===== src/rtl/scroll_controller_pkg.sv =====
// Shared display definitions for the scrolling 4-digit message controller:
// FSM encoding, anode timing constant, message geometry and offset advance rule.
package scroll_controller_pkg;

   localparam int MSG_LEN    = 16;
   localparam int NUM_DIGITS = 4;

   // Anodes are only enabled in the last sub-phase so the character bus can settle first.
   localparam logic [1:0] ANODE_ON_PHASE = 2'b11;

   typedef enum logic [1:0] {
      ST_RUN       = 2'd0,
      ST_HOLD      = 2'd1,
      ST_STEP_PEND = 2'd2
   } scroll_state_e;

   function automatic logic [3:0] advance_offset(input logic [3:0] cur, input logic [3:0] max_off);
      return (cur >= max_off) ? 4'd0 : cur + 4'd1;
   endfunction

endpackage


===== src/rtl/scroll_controller_if.sv =====
// Control and display bus of the scroll controller; the controller is the slave side.
interface scroll_controller_if;
   import scroll_controller_pkg::*;

   logic                  pause;
   logic                  step;
   logic [3:0]            counter;
   logic [3:0]            active_mem_offset;
   logic [NUM_DIGITS-1:0] an;
   logic                  frame_start;

   modport master (
      output pause, step,
      input  counter, active_mem_offset, an, frame_start
   );

   modport slave (
      input  pause, step,
      output counter, active_mem_offset, an, frame_start
   );

endinterface


===== src/rtl/scroll_controller_refresh_timer.sv =====
// Refresh timebase: prescaler dividing clk by REFRESH_DIV and the 16-phase counter,
// with a frame_start pulse marking the cycle on which the counter wraps 15 -> 0.
module refresh_timer #(
   parameter int REFRESH_DIV = 25000
) (
   input  logic       clk,
   input  logic       reset,
   output logic [3:0] counter,
   output logic       frame_start
);

   localparam int              PW         = (REFRESH_DIV > 1) ? $clog2(REFRESH_DIV) : 1;
   localparam logic [PW-1:0]   PRESC_LAST = PW'(REFRESH_DIV - 1);

   logic [PW-1:0] presc_q;
   logic          presc_wrap;

   assign presc_wrap  = (presc_q == PRESC_LAST);
   assign frame_start = presc_wrap && (counter == 4'hF);

   // NOTE: registers use non-blocking assignments so every flop samples pre-edge values.
   always_ff @(posedge clk) begin
      if (!reset) begin
         presc_q <= '0;
         counter <= 4'd0;
      end else begin
         presc_q <= presc_wrap ? '0 : presc_q + 1'b1;
         if (presc_wrap) begin
            counter <= counter + 4'd1;
         end
      end
   end

endmodule


===== src/rtl/scroll_controller.sv =====
// Scrolling message controller: refresh timebase, anode drive, and the RUN/HOLD/STEP_PEND
// FSM that advances the message offset only on frame boundaries.
module scroll_controller
   import scroll_controller_pkg::*;
#(
   parameter int REFRESH_DIV   = 25000,
   parameter int SCROLL_FRAMES = 64,
   parameter int MAX_OFFSET    = 12
) (
   input  logic                clk,
   input  logic                reset,
   scroll_controller_if.slave  bus
);

   localparam int              FW         = (SCROLL_FRAMES > 1) ? $clog2(SCROLL_FRAMES) : 1;
   localparam logic [FW-1:0]   FRAME_LAST = FW'(SCROLL_FRAMES - 1);
   localparam logic [3:0]      OFFSET_MAX = 4'(MAX_OFFSET);

   generate
      if (REFRESH_DIV < 2 || SCROLL_FRAMES < 1 ||
          MAX_OFFSET < 0 || MAX_OFFSET > MSG_LEN - NUM_DIGITS) begin : g_bad_params
         $error("scroll_controller: parameter out of range");
      end
   endgenerate

   logic [3:0]    counter;
   logic          frame_start;
   logic          scroll_tick;
   scroll_state_e state_q, state_d;
   logic [FW-1:0] frame_cnt_q, frame_cnt_d;
   logic [3:0]    offset_q, offset_d;
   logic [3:0]    an_w;

   refresh_timer #(
      .REFRESH_DIV (REFRESH_DIV)
   ) u_refresh_timer (
      .clk         (clk),
      .reset       (reset),
      .counter     (counter),
      .frame_start (frame_start)
   );

   assign scroll_tick = frame_start && (frame_cnt_q == FRAME_LAST);

   always_ff @(posedge clk) begin
      if (!reset) begin
         state_q     <= ST_RUN;
         frame_cnt_q <= '0;
         offset_q    <= 4'd0;
      end else begin
         state_q     <= state_d;
         frame_cnt_q <= frame_cnt_d;
         offset_q    <= offset_d;
      end
   end

   // Offset updates are confined to frame_start cycles, so a frame never mixes two offsets.
   always_comb begin
      // NOTE: every output gets a default first so no path can infer a latch.
      state_d     = state_q;
      frame_cnt_d = '0;
      offset_d    = offset_q;
      unique case (state_q)
         ST_RUN: begin
            frame_cnt_d = frame_cnt_q;
            if (frame_start) begin
               frame_cnt_d = scroll_tick ? '0 : frame_cnt_q + 1'b1;
            end
            if (scroll_tick) begin
               offset_d = advance_offset(offset_q, OFFSET_MAX);
            end
            if (bus.step) begin
               state_d     = ST_STEP_PEND;
               frame_cnt_d = '0;
            end else if (bus.pause) begin
               state_d     = ST_HOLD;
               frame_cnt_d = '0;
            end
         end
         ST_HOLD: begin
            if (bus.step) begin
               state_d = ST_STEP_PEND;
            end else if (!bus.pause) begin
               state_d = ST_RUN;
            end
         end
         ST_STEP_PEND: begin
            if (frame_start) begin
               offset_d = advance_offset(offset_q, OFFSET_MAX);
               state_d  = bus.pause ? ST_HOLD : ST_RUN;
            end
         end
         default: state_d = ST_RUN;
      endcase
   end

   // Active-low anode for the selected digit; digit 0 sits on an[3].
   always_comb begin
      an_w = 4'hF;
      if (counter[1:0] == ANODE_ON_PHASE) begin
         an_w = ~(4'b1000 >> counter[3:2]);
      end
   end

   assign bus.counter           = counter;
   assign bus.frame_start       = frame_start;
   assign bus.active_mem_offset = offset_q;
   assign bus.an                = an_w;

endmodule


===== src/flat_wrapper.sv =====
// flat-port wrapper written by rule: the top's interface ports become plain ports
module scroll_controller_flat import scroll_controller_pkg::*;
#(
   parameter int REFRESH_DIV   = 25000,
   parameter int SCROLL_FRAMES = 64,
   parameter int MAX_OFFSET    = 12
)
  (clk, reset, bus_pause, bus_step, bus_counter, bus_active_mem_offset, bus_an, bus_frame_start);
  scroll_controller_if bus_i ();
  input  logic clk;
  input  logic reset;
  input wire logic [$bits(bus_i.pause)-1:0] bus_pause;
  input wire logic [$bits(bus_i.step)-1:0] bus_step;
  output wire logic [$bits(bus_i.counter)-1:0] bus_counter;
  output wire logic [$bits(bus_i.active_mem_offset)-1:0] bus_active_mem_offset;
  output wire logic [$bits(bus_i.an)-1:0] bus_an;
  output wire logic [$bits(bus_i.frame_start)-1:0] bus_frame_start;
  assign bus_i.pause = bus_pause;
  assign bus_i.step = bus_step;
  assign bus_counter = bus_i.counter;
  assign bus_active_mem_offset = bus_i.active_mem_offset;
  assign bus_an = bus_i.an;
  assign bus_frame_start = bus_i.frame_start;
  scroll_controller #(.REFRESH_DIV(REFRESH_DIV), .SCROLL_FRAMES(SCROLL_FRAMES), .MAX_OFFSET(MAX_OFFSET)) u_core (.clk(clk), .reset(reset), .bus(bus_i));
endmodule

===== config.mk =====
export PLATFORM = sky130hd
export DESIGN_NAME = scroll_controller_flat
export DESIGN_NICKNAME = d
export VERILOG_FILES = /design/src/rtl/scroll_controller_pkg.sv /design/src/rtl/scroll_controller_if.sv /design/src/rtl/scroll_controller_refresh_timer.sv /design/src/rtl/scroll_controller.sv /design/src/flat_wrapper.sv
export SDC_FILE = /design/constraint.sdc
export NUM_CORES = 1
export LEC_CHECK = 0
export CORE_MARGIN = 2
export CORE_UTILIZATION = 34
export CTS_BUF_LIST = sky130_fd_sc_hd__clkbuf_4
export CTS_CLUSTER_DIAMETER = 40
export DETAILED_ROUTE_END_ITERATION = 6
export GPL_TIMING_DRIVEN = 0
export SETUP_SLACK_MARGIN = 0.4
export SLEW_MARGIN = 20
export SYNTH_ARGS = -nofsm -noshare
export SYNTH_HDL_FRONTEND = slang
export SYNTH_HIERARCHICAL = 1
export SYNTH_SLANG_ARGS = --single-unit

===== constraint.sdc =====
create_clock -name clk -period 3.7 [get_ports clk]
set_input_delay 0.74 -clock clk [delete_from_list [all_inputs] [get_ports clk]]
set_output_delay 0.74 -clock clk [all_outputs]
set_load 0.01 [all_outputs]

* Yosys cells after proc, flatten, opt, wreduce, memory -nomap -nowiden
Index checks and enable logic that the tools add are counted.
** Storage, ports and cells
- Flip-flop bits (word level) :: 31
- Input port bits :: 4
- Output and inout bits :: 13
- Word-level logic and storage cells :: 45
** Operators by class
- $add $sub $neg :: 4
- $lt $le $gt $ge :: 1
- Equality and inequality tests :: 10
- Shift-type cells :: 1
- Mux-type cells :: 13
- Bitwise operators :: 3
- Reductions and logical operators :: 8
** Operator list (count)
- 4-bit two-way mux :: 4
- 15-bit by 1-bit adder with 15-bit output (second input constant) :: 1
- 15-bit equality test (second input constant) :: 1
- 2-bit two-way mux :: 5
- 4-bit by 1-bit adder with 4-bit output (second input constant) :: 2
- 4-bit case mux with 2 select lines :: 1
- 6-bit by 1-bit adder with 6-bit output (second input constant) :: 1
- 6-bit equality test (second input constant) :: 1
- 6-bit two-way mux :: 1
- 3-bit != test (second input constant) :: 2
- 2-bit case mux with 3 select lines :: 1
- 3-bit AND reduction :: 2
- 2-bit equality test (second input constant) :: 2
- 4-bit equality test (second input constant) :: 1
- 4-bit greater-or-equal comparator (second input constant) :: 1
- 2-bit by 1-bit != test with 1-bit output (second input constant) :: 2
- 4-bit inverter :: 1
- 4-bit OR reduction :: 1
- 4-bit by 2-bit >> shifter with 4-bit output (first input constant) :: 1
- 2-bit by 1-bit equality test with 1-bit output (second input constant) :: 1
- 1-bit logical AND :: 2
- 2-bit logical NOT :: 1
- 1-bit inverter :: 2
- 2-bit nonzero test :: 1
- 2 further kinds :: 2

* Logic depth before layout (Yosys ltp)
Gate-level depths: netlist (run 1).
- Word-level depth :: 5
- Depth in mapped cells :: 11
- Depth with buffers taken out :: 9

* Cells and area by module
The synthesis (run 1) kept the hierarchy.
** Modules (own cells, without submodules)
- refresh_timer :: instances 1, cells an instance 95, area each 839.6 um^2, seq. area each 380.4 um^2
- scroll_controller :: instances 1, cells an instance 65, area each 599.3 um^2, seq. area each 240.2 um^2

* Least setup slack after synthesis (run 1)
Ideal clock, no wire load.
- Path kind :: reg-to-reg
- Start point :: register u_core.u_refresh_timer.presc_q[12]
- End point :: register u_core.offset_q[2], in the netlist u_core/bus.active_mem_offset[2]
- Library setup time :: 115 ps
- Arrival time :: 2644 ps
- Data required time :: 3585 ps
- Path slack :: 941 ps
- Cell stages (with the launch flop) :: 11
- Clock period less this slack :: 2759 ps
- Path through :: dfxtp_1 -> or4b_1 -> or4_1 -> buf_2 -> nor2_1 -> and3_1 -> buf_6 -> and3_4 -> o2bb2ai_1 -> o211ai_1 -> and3b_1
** Between the ends
- Cells in the longest elaborated chain, start to end :: 5
- Elaborated cells on any way between the ends :: 6
- Those cells by class :: eq/ne: 3; reduce/logical: 3
** Ends and longest elaborated chain
- start, declared :: line scroll_controller_refresh_timer.sv:15 : logic [PW-1:0] presc_q;
- start signal, assigned :: line scroll_controller_refresh_timer.sv:27 : presc_q <= presc_wrap ? '0 : presc_q + 1'b1;
- 15-bit equality test (*) :: line scroll_controller_refresh_timer.sv:18 : assign presc_wrap = (presc_q == PRESC_LAST);
- 1-bit logical AND (*) :: line scroll_controller_refresh_timer.sv:19 : assign frame_start = presc_wrap && (counter == 4'hF);
- net bus_frame_start :: line flat_wrapper.sv:17 : output wire logic [$bits(bus_i.frame_start)-1:0] bus_frame_start;
- 1-bit logical AND :: line scroll_controller.sv:43 : assign scroll_tick = frame_start && (frame_cnt_q == FRAME_LAST);
- 2-bit by 1-bit != test with 1-bit output (no source line)
- 3-bit AND reduction (no source line) (*)
- end signal, assigned :: line scroll_controller.sv:53 : offset_q <= offset_d;
- end, declared :: line scroll_controller.sv:31 : logic [3:0] offset_q, offset_d;
Mark *: on every way through the listed nets, which the timed path passes. The rest lies on a longest branch.
A chain may end at the register's enable or synchronous reset.

* Final worst setup path (run 1)
- Start point :: register u_core.u_refresh_timer.presc_q[12]
- End point :: output port bus_frame_start
** Between the ends
- Cells in the longest elaborated chain, start to end :: 2
** Ends and longest elaborated chain (line)
- 15-bit equality test :: scroll_controller_refresh_timer.sv:18
- 1-bit logical AND :: scroll_controller_refresh_timer.sv:19
- end, declared :: flat_wrapper.sv:17
No other way between the ends.

==> results of run 1 <==
## cell usage in the layout (no fill, tap or decap), types with 2 or more instances in the layout
cell and count:
nand3_1 6, a21oi_1 2, dfxtp_1 30, or4b_1 2, mux2i_1 6, clkbuf_4 7, inv_1 5, and2_1 2
or3_1 2, clkdlybuf4s50_1 15, nor2b_1 3, ha_1 4, nand4_1 6, nand2b_1 4, nor3_1 6, nand4b_1 2
xor2_1 5, and3_4 2, nor4_1 4, nor2_1 22, xnor2_1 13, nand2_1 15
## synth_stat cells
cell type	n
a21boi_0	1
a21boi_1	1
a21oi_1	2
a21oi_2	1
and2_1	2
and3_1	2
and3_2	1
and3_4	1
and3b_1	1
and4_4	1
and4b_1	1
buf_2	2
buf_6	1
dfxtp_1	31
ha_1	4
inv_1	5
mux2i_1	6
nand2_1	15
nand2b_1	4
nand3_1	6
nand4_1	6
nand4b_1	2
nor2_1	23
nor2b_1	3
nor3_1	6
nor4_1	4
o211ai_1	1
o21ai_0	1
o22ai_1	1
o2bb2ai_1	1
or3_1	2
or3b_1	1
or4_1	1
or4b_1	2
xnor2_1	13
xor2_1	5
## layout make-up
cell class	count	area, µm²	share of cell area [%]
repair buffers	16	159	9.26
multi-input cells	121	786	45.8
clock buffers	6	45.0	2.62
inverters	5	18.8	1.09
plain buffers	3	23.8	1.38
flip-flops and latches	31	622	36.2
well taps	50	62.6	3.64
## routing by layer
layer  share of wire, %  vias up  global-route usage, %
met3                3.8        7                   3.80
met5                  0        -                      0
met2                 45       22                   18.8
met4                2.6        0                   7.63
met1                 48      538                   15.0
li1                   -      599                      -
## kinds of logic after synthesis
| logic type | synth area share [%] |
|---|---|
| fa+ha+maj | 3.48 |
| simple gates | 31.2 |
| compound gates | 4.26 |
| mux | 4.17 |
| flops | 43.1 |
| xor+xnor | 11.0 |
| buf+inv | 2.78 |
## power by group through the flow
stage | clock (mW) | sequential, mW | combinational (mW)
2_1_floorplan | 0 | 0.348 | 0.00962
3_3_place_gp | 0 | 0.349 | 0.0168
3_5_place_dp | 0 | 0.349 | 0.0174
4_1_cts | 0.187 | 0.341 | 0.0175
5_1_grt | 0.204 | 0.342 | 0.0201
6_report | 0.175 | 0.341 | 0.0171
## sequential cells by signal, summed over array words and instances (netlist names)
| name | count |
|---|---|
| u_core/bus.active_mem_offset | 4 |
| u_core/state_q | 2 |
| u_core/frame_cnt_q | 6 |
| u_core/u_refresh_timer/counter | 4 |
| u_core/u_refresh_timer/presc_q | 15 |
## worst min path at each step
stage	to	slack [ns]	cells past startpoint
final	u_core/u_refresh_timer/presc_q[0]	0.47	1
after global routing	u_core/u_refresh_timer/presc_q[0]	0.49	1
after CTS	u_core/u_refresh_timer/presc_q[0]	0.47	1
after detailed placement	u_core/u_refresh_timer/presc_q[0]	0.46	1
after global placement	u_core/u_refresh_timer/presc_q[0]	0.45	1
after floorplan	u_core/u_refresh_timer/presc_q[0]	0.43	1
## critical path, stage by stage (launching register included)
cell and delay [ns]:
dfxtp_2 0.34, or4b_1 0.51, or4_1 0.50, clkbuf_4 0.19, nor2_2 0.12, and3_4 0.20
dlygate4sd2_1 0.26
## through the flow
step | cells | power [mW] | utilization, %
after detailed placement | 226 | 0.367 | 41.2
after global routing | 232 | 0.566 | 42.6
after global placement | 226 | 0.366 | 41.2
after CTS | 232 | 0.546 | 42.3
after floorplan | 160 | 0.358 | -
final | 232 | 0.534 | 42.6
==> flow_summary.yaml, run 1 <==
pwr:
  power.density_mw_per_mm2: 311
  irDropWorstVdd_mv: 0.175
  seq_power_share_pct: 64.0
  swShare_pct: 21.2
  power_switching_uw: 113
  leakage_nw: 0.580
  p_clk_share_pct: 32.8
  p_comb_share_pct: 3.2
  intPower_uw: 421
clock_tree:
  cts_hold_buffers: 0
  cts_setup_buffers: 0
  clk_latency_ns: 0.31
  cts_root_buf: "clkbuf_4"
  clkTransAtPathRegs_ns: 0.09
  cts_sinks: 31
  cts.path.max_buffers: 2
  cts_htree_levels: 2
  cts_tree: "done"
  postCtsResizedCells: 1
  cts_buffers: 5
yosys:
  ys_ff_latch: 31
  synth_top_area_cell: "dfxtp_1"
  syn_area_mm2: 0.00144
  synth.net_count: 168
  yosysWarnings: 6
  synth.area.top_cells: "dfxtp_1 (43%), xnor2_1 (7.9%), nor2_1 (6.0%)"
  synth_top_area_share_pct: 43.1
  synth_cell_types: 36
  synthCells: 160
  syn_avg_cell_area_um2: 8.99
  ys_seq_area_share_pct: 43.1
detailed_routing:
  dr_total_vias: 1166
  viasPerCell: 5.03
  dr.pass1.iters: 4
  ant_nets: 0
  drt_drc_violations_left: 0
  routed_wl_um: 2640
  wl_per_cell_um: 11.4
  dr.first_iter.drc_count: 42
worst_setup_path:
  cp-startpoint: "u_core/u_refresh_timer/presc_q[12]"
  endpoint: "bus_frame_start"
  end_kind: "output port"
  ff2ff_setup_slack_ns: 0.82
  r2r-start: "u_core/u_refresh_timer/presc_q[12]"
  rr_worst_depth: 10
  reg2reg_to: "u_core/bus.active_mem_offset[2]"
  critPathKind: "flip-flop to output port"
  start_kind: "flip-flop"
  arrival_ns: 2.44
  cp_max_fo: 7
  cp_data_required_time_ns: 2.96
timing:
  worstMarginPinSlew_ns: 0.520
  slew-limit-headroom_pct: 65.2
  finalHoldWorstSlack_ns: 0.472
  layout_setup_ws_ns: 0.517
  fin_skew_ns: 0.00703
  timing_max_transition_violations_final: 0
  hold_viol: 0
  rsz0062_at_grt: "no"
  tns_ns: 0
  period_share_pct: 86.0
  setup_viol: 0
  clock.fmax_mhz: 314
  period_needed_ns: 3.18
placement:
  dpl_cell_area_mm2: 0.00166
  io_buffers: 16
  gp_congestion: 0.756
  dp_hpwl_um: 1900
  pre_cts_slack_ns: 0.529
worst_hold_path:
  worst_hold_path_type: "flip-flop to flip-flop"
  min_from: "u_core/u_refresh_timer/presc_q[0]"
grt:
  grt_max_degree: 17
  grt-ovfl-total: 0
  antenna_found_initial: 0
  grtUsageTotal_pct: 12.3
  grt_pass1_wl_um: 4770
  grt_pass1_vias: 1113
die:
  rows: 23
  io_pins: 17
  die_area_mm2: 0.00477
  die_h_um: 69.1
  start_util_pct: 35.7
  core_area_mm2: 0.00403
  die_x_um: 69.1
layout:
  fillers: 400
  fin_nets: 191
  diodes: 0
  post_route_cells_drive_above_1_share_pct: 8.79
  area_delta_synth_final_pct: 19.3
  stdcell_area_mm2: 0.00172
job:
  max_cap_violations: 0
outcome:
  outcome: "completed"
(Power assumes the default switching activity.)
==> run 2, diff against run 1 <==
==> constraint.sdc (replaced) <==
create_clock -name clk -period 2.75 [get_ports clk]
set_input_delay 0.55 -clock clk [delete_from_list [all_inputs] [get_ports clk]]
set_output_delay 0.55 -clock clk [all_outputs]
set_load 0.01 [all_outputs]
==> run 2 against run 1 <==
Effect of this change:
- the run now ends with setup timing left
- worst setup slack worse by 0.54 ns
- wire length is 19% higher
- clock skew about the same
- count of clock-buffer cells in the layout decreased by 1
- design area is 11% higher
- global-route usage is 1.8 points higher
- sequential cell count did not move
- utilization increased by 4.7 points
- sequential power grew 35%
- largest cell class unchanged
- largest power group unchanged
==> flow_summary.yaml, run 2 (synthesis results as in run 1) <==
clock_tree:
  cts.path.max_buffers: 2
  cts_tree: "done"
  cts_sinks: 31
  cts_htree_levels: 2
  cts_root_buf: "clkbuf_4"
  cts_buffers: 5
  clk_latency_ns: 0.33
  clkTransAtPathRegs_ns: 0.09
  cts_hold_buffers: 0
worst_setup_path:
  critPathKind: "flip-flop to output port"
  worstPathCellList: "or4b_4 > or4_4 > buf_6 > nor2_4 > and3_4 > buf_6"
  slowest_delay_ns: 0.53
  cp_data_required_time_ns: 2.20
  arrival_ns: 2.22
  crit_buf_inv: 2
  cp_common_cell: "buf_6"
  start_kind: "flip-flop"
  end_kind: "output port"
  slowest_stage: "or4_4"
  cp_max_fo: 2
  cpLargestDelayFamily: "simple AND/OR/NAND/NOR gates"
die:
  io_pins: 17
  die_area_mm2: 0.00477
  die_x_um: 69.1
  rows: 23
  start_util_pct: 35.7
  die_h_um: 69.1
  core_area_mm2: 0.00403
timing:
  period_needed_ns: 2.77
  hold_viol: 0
  layout_setup_ws_ns: -0.0228
  slew-limit-headroom_pct: 64.6
  period_share_pct: 101
  timing_max_transition_violations_final: 0
  rsz0062_at_grt: "yes"
  clock.fmax_mhz: 361
  worstMarginPinSlew_ns: 0.529
  setup_viol: 1
  fin_skew_ns: 0.00698
placement:
  dpl_cell_area_mm2: 0.00170
  dp.cells: 226
  pre_cts_slack_ns: -0.175
  io_buffers: 16
  gp_congestion: 0.770
  dp_hpwl_um: 2000
pwr:
  power.density_mw_per_mm2: 383
  leakage_nw: 0.670
  irDropWorstVdd_mv: 0.195
layout:
  multi_input_area_um2: 860
  regArea_um2: 628
  instances_no_fill: 244
  stdcell_area_mm2: 0.00190
  postLayoutCoreUtil_pct: 47.3
  post_route_cells_drive_above_1_share_pct: 22.2
  fin_nets: 201
  area_delta_synth_final_pct: 32.3
  largest_reg_flops: 15
  largestRegisters: "u_core/u_refresh_timer/presc_q x15, u_core/frame_cnt_q x6"
  fillers: 403
  diodes: 0
  layout_common_cells: "dfxtp_1 (27), nor2_1 (21), clkdlybuf4s50_1 (15)"
  top_register: "u_core/u_refresh_timer/presc_q"
  mostFrequentLayoutCell: "dfxtp_1"
grt:
  busiest_layer: "met2"
  grt_pass1_vias: 1203
  grt-ovfl-total: 0
  gr-usage-met1_pct: 16.6
  use_met3_pct: 4.09
  grt_max_degree: 17
  grtUsageTotal_pct: 14.1
  antenna_found_initial: 0
  grtUsageMet2_pct: 23.6
  grt_pass1_wl_um: 5500
detailed_routing:
  ant_nets: 0
  wl_per_cell_um: 12.9
  dr.first_iter.drc_count: 40
  drt_drc_violations_left: 0
  dr.pass1.iters: 4
  viasPerCell: 5.06
  dr_total_vias: 1234
  routed_wl_um: 3140
worst_hold_path:
  worst_hold_path_type: "flip-flop to flip-flop"
outcome:
  violations: "setup timing"
  outcome: "complete, but fails checks"
job:
  max_cap_violations: 0
-- run 2: changes by cell type in the layout (fill, tap and decap cells not counted), sizes merged --
cell and delta:
dlygate4sd2 -1, buf +12, clkinv +2, clkinvlp +1
clkbuf -2
-- run 2: per-stage QoR --
| stage | TNS (ns) | hold WS, ns | power (mW) |
|---|---|---|---|
| after floorplan | 0 | 0.430 | 0.482 |
| after global placement | -0.174 | 0.441 | 0.492 |
| after detailed placement | -0.175 | 0.462 | 0.494 |
| after CTS | -0.0338 | 0.485 | 0.742 |
| after global routing | -0.221 | 0.525 | 0.776 |
| final | -0.0228 | 0.479 | 0.729 |
-- run 2: path summary, 6_finish.rpt --
kind	start	cells past startpoint	slack (ns)	to
worst max-delay path	u_core/u_refresh_timer/presc_q[12]	6	-0.02	bus_frame_start
worst min-delay path	u_core/u_refresh_timer/presc_q[0]	1	0.48	u_core/u_refresh_timer/presc_q[0]
worst max register to register	u_core/u_refresh_timer/presc_q[12]	10	0.04	u_core/bus.active_mem_offset[2]
worst min register to register	u_core/u_refresh_timer/presc_q[0]	1	0.48	u_core/u_refresh_timer/presc_q[0]
-- run 2: routing by layer --
| metal | routed length (µm) | up-vias |
|---|---|---|
| met3 | 120 | 6 |
| met5 | 0 | - |
| met4 | 57 | 0 |
| met2 | 1570 | 25 |
| li1 | - | 621 |
| met1 | 1400 | 582 |
-- run 2: area by class of cell --
class,count,area share [%]
clock buffers,5,1.97
flip-flops and latches,31,33.0
well taps,50,3.29
inverters,5,0.986
plain buffers,3,1.45
multi-input cells,121,45.1
repair buffers,26,13.4
clock inverters,3,0.788
-- run 2: timing repair --
action	in CTS	in global routing
gates resized for setup	16	12
endpoints found under the setup margin	11	17
pin swaps	9	8
cloned	0	0
buffers inserted	6	4
hold endpoints to repair	0	0
-- run 2: power breakdown --
part | internal, mW | switching, mW
Combinational | 0.0122 | 0.0125
Clock | 0.0935 | 0.150
Sequential | 0.453 | 0.00709
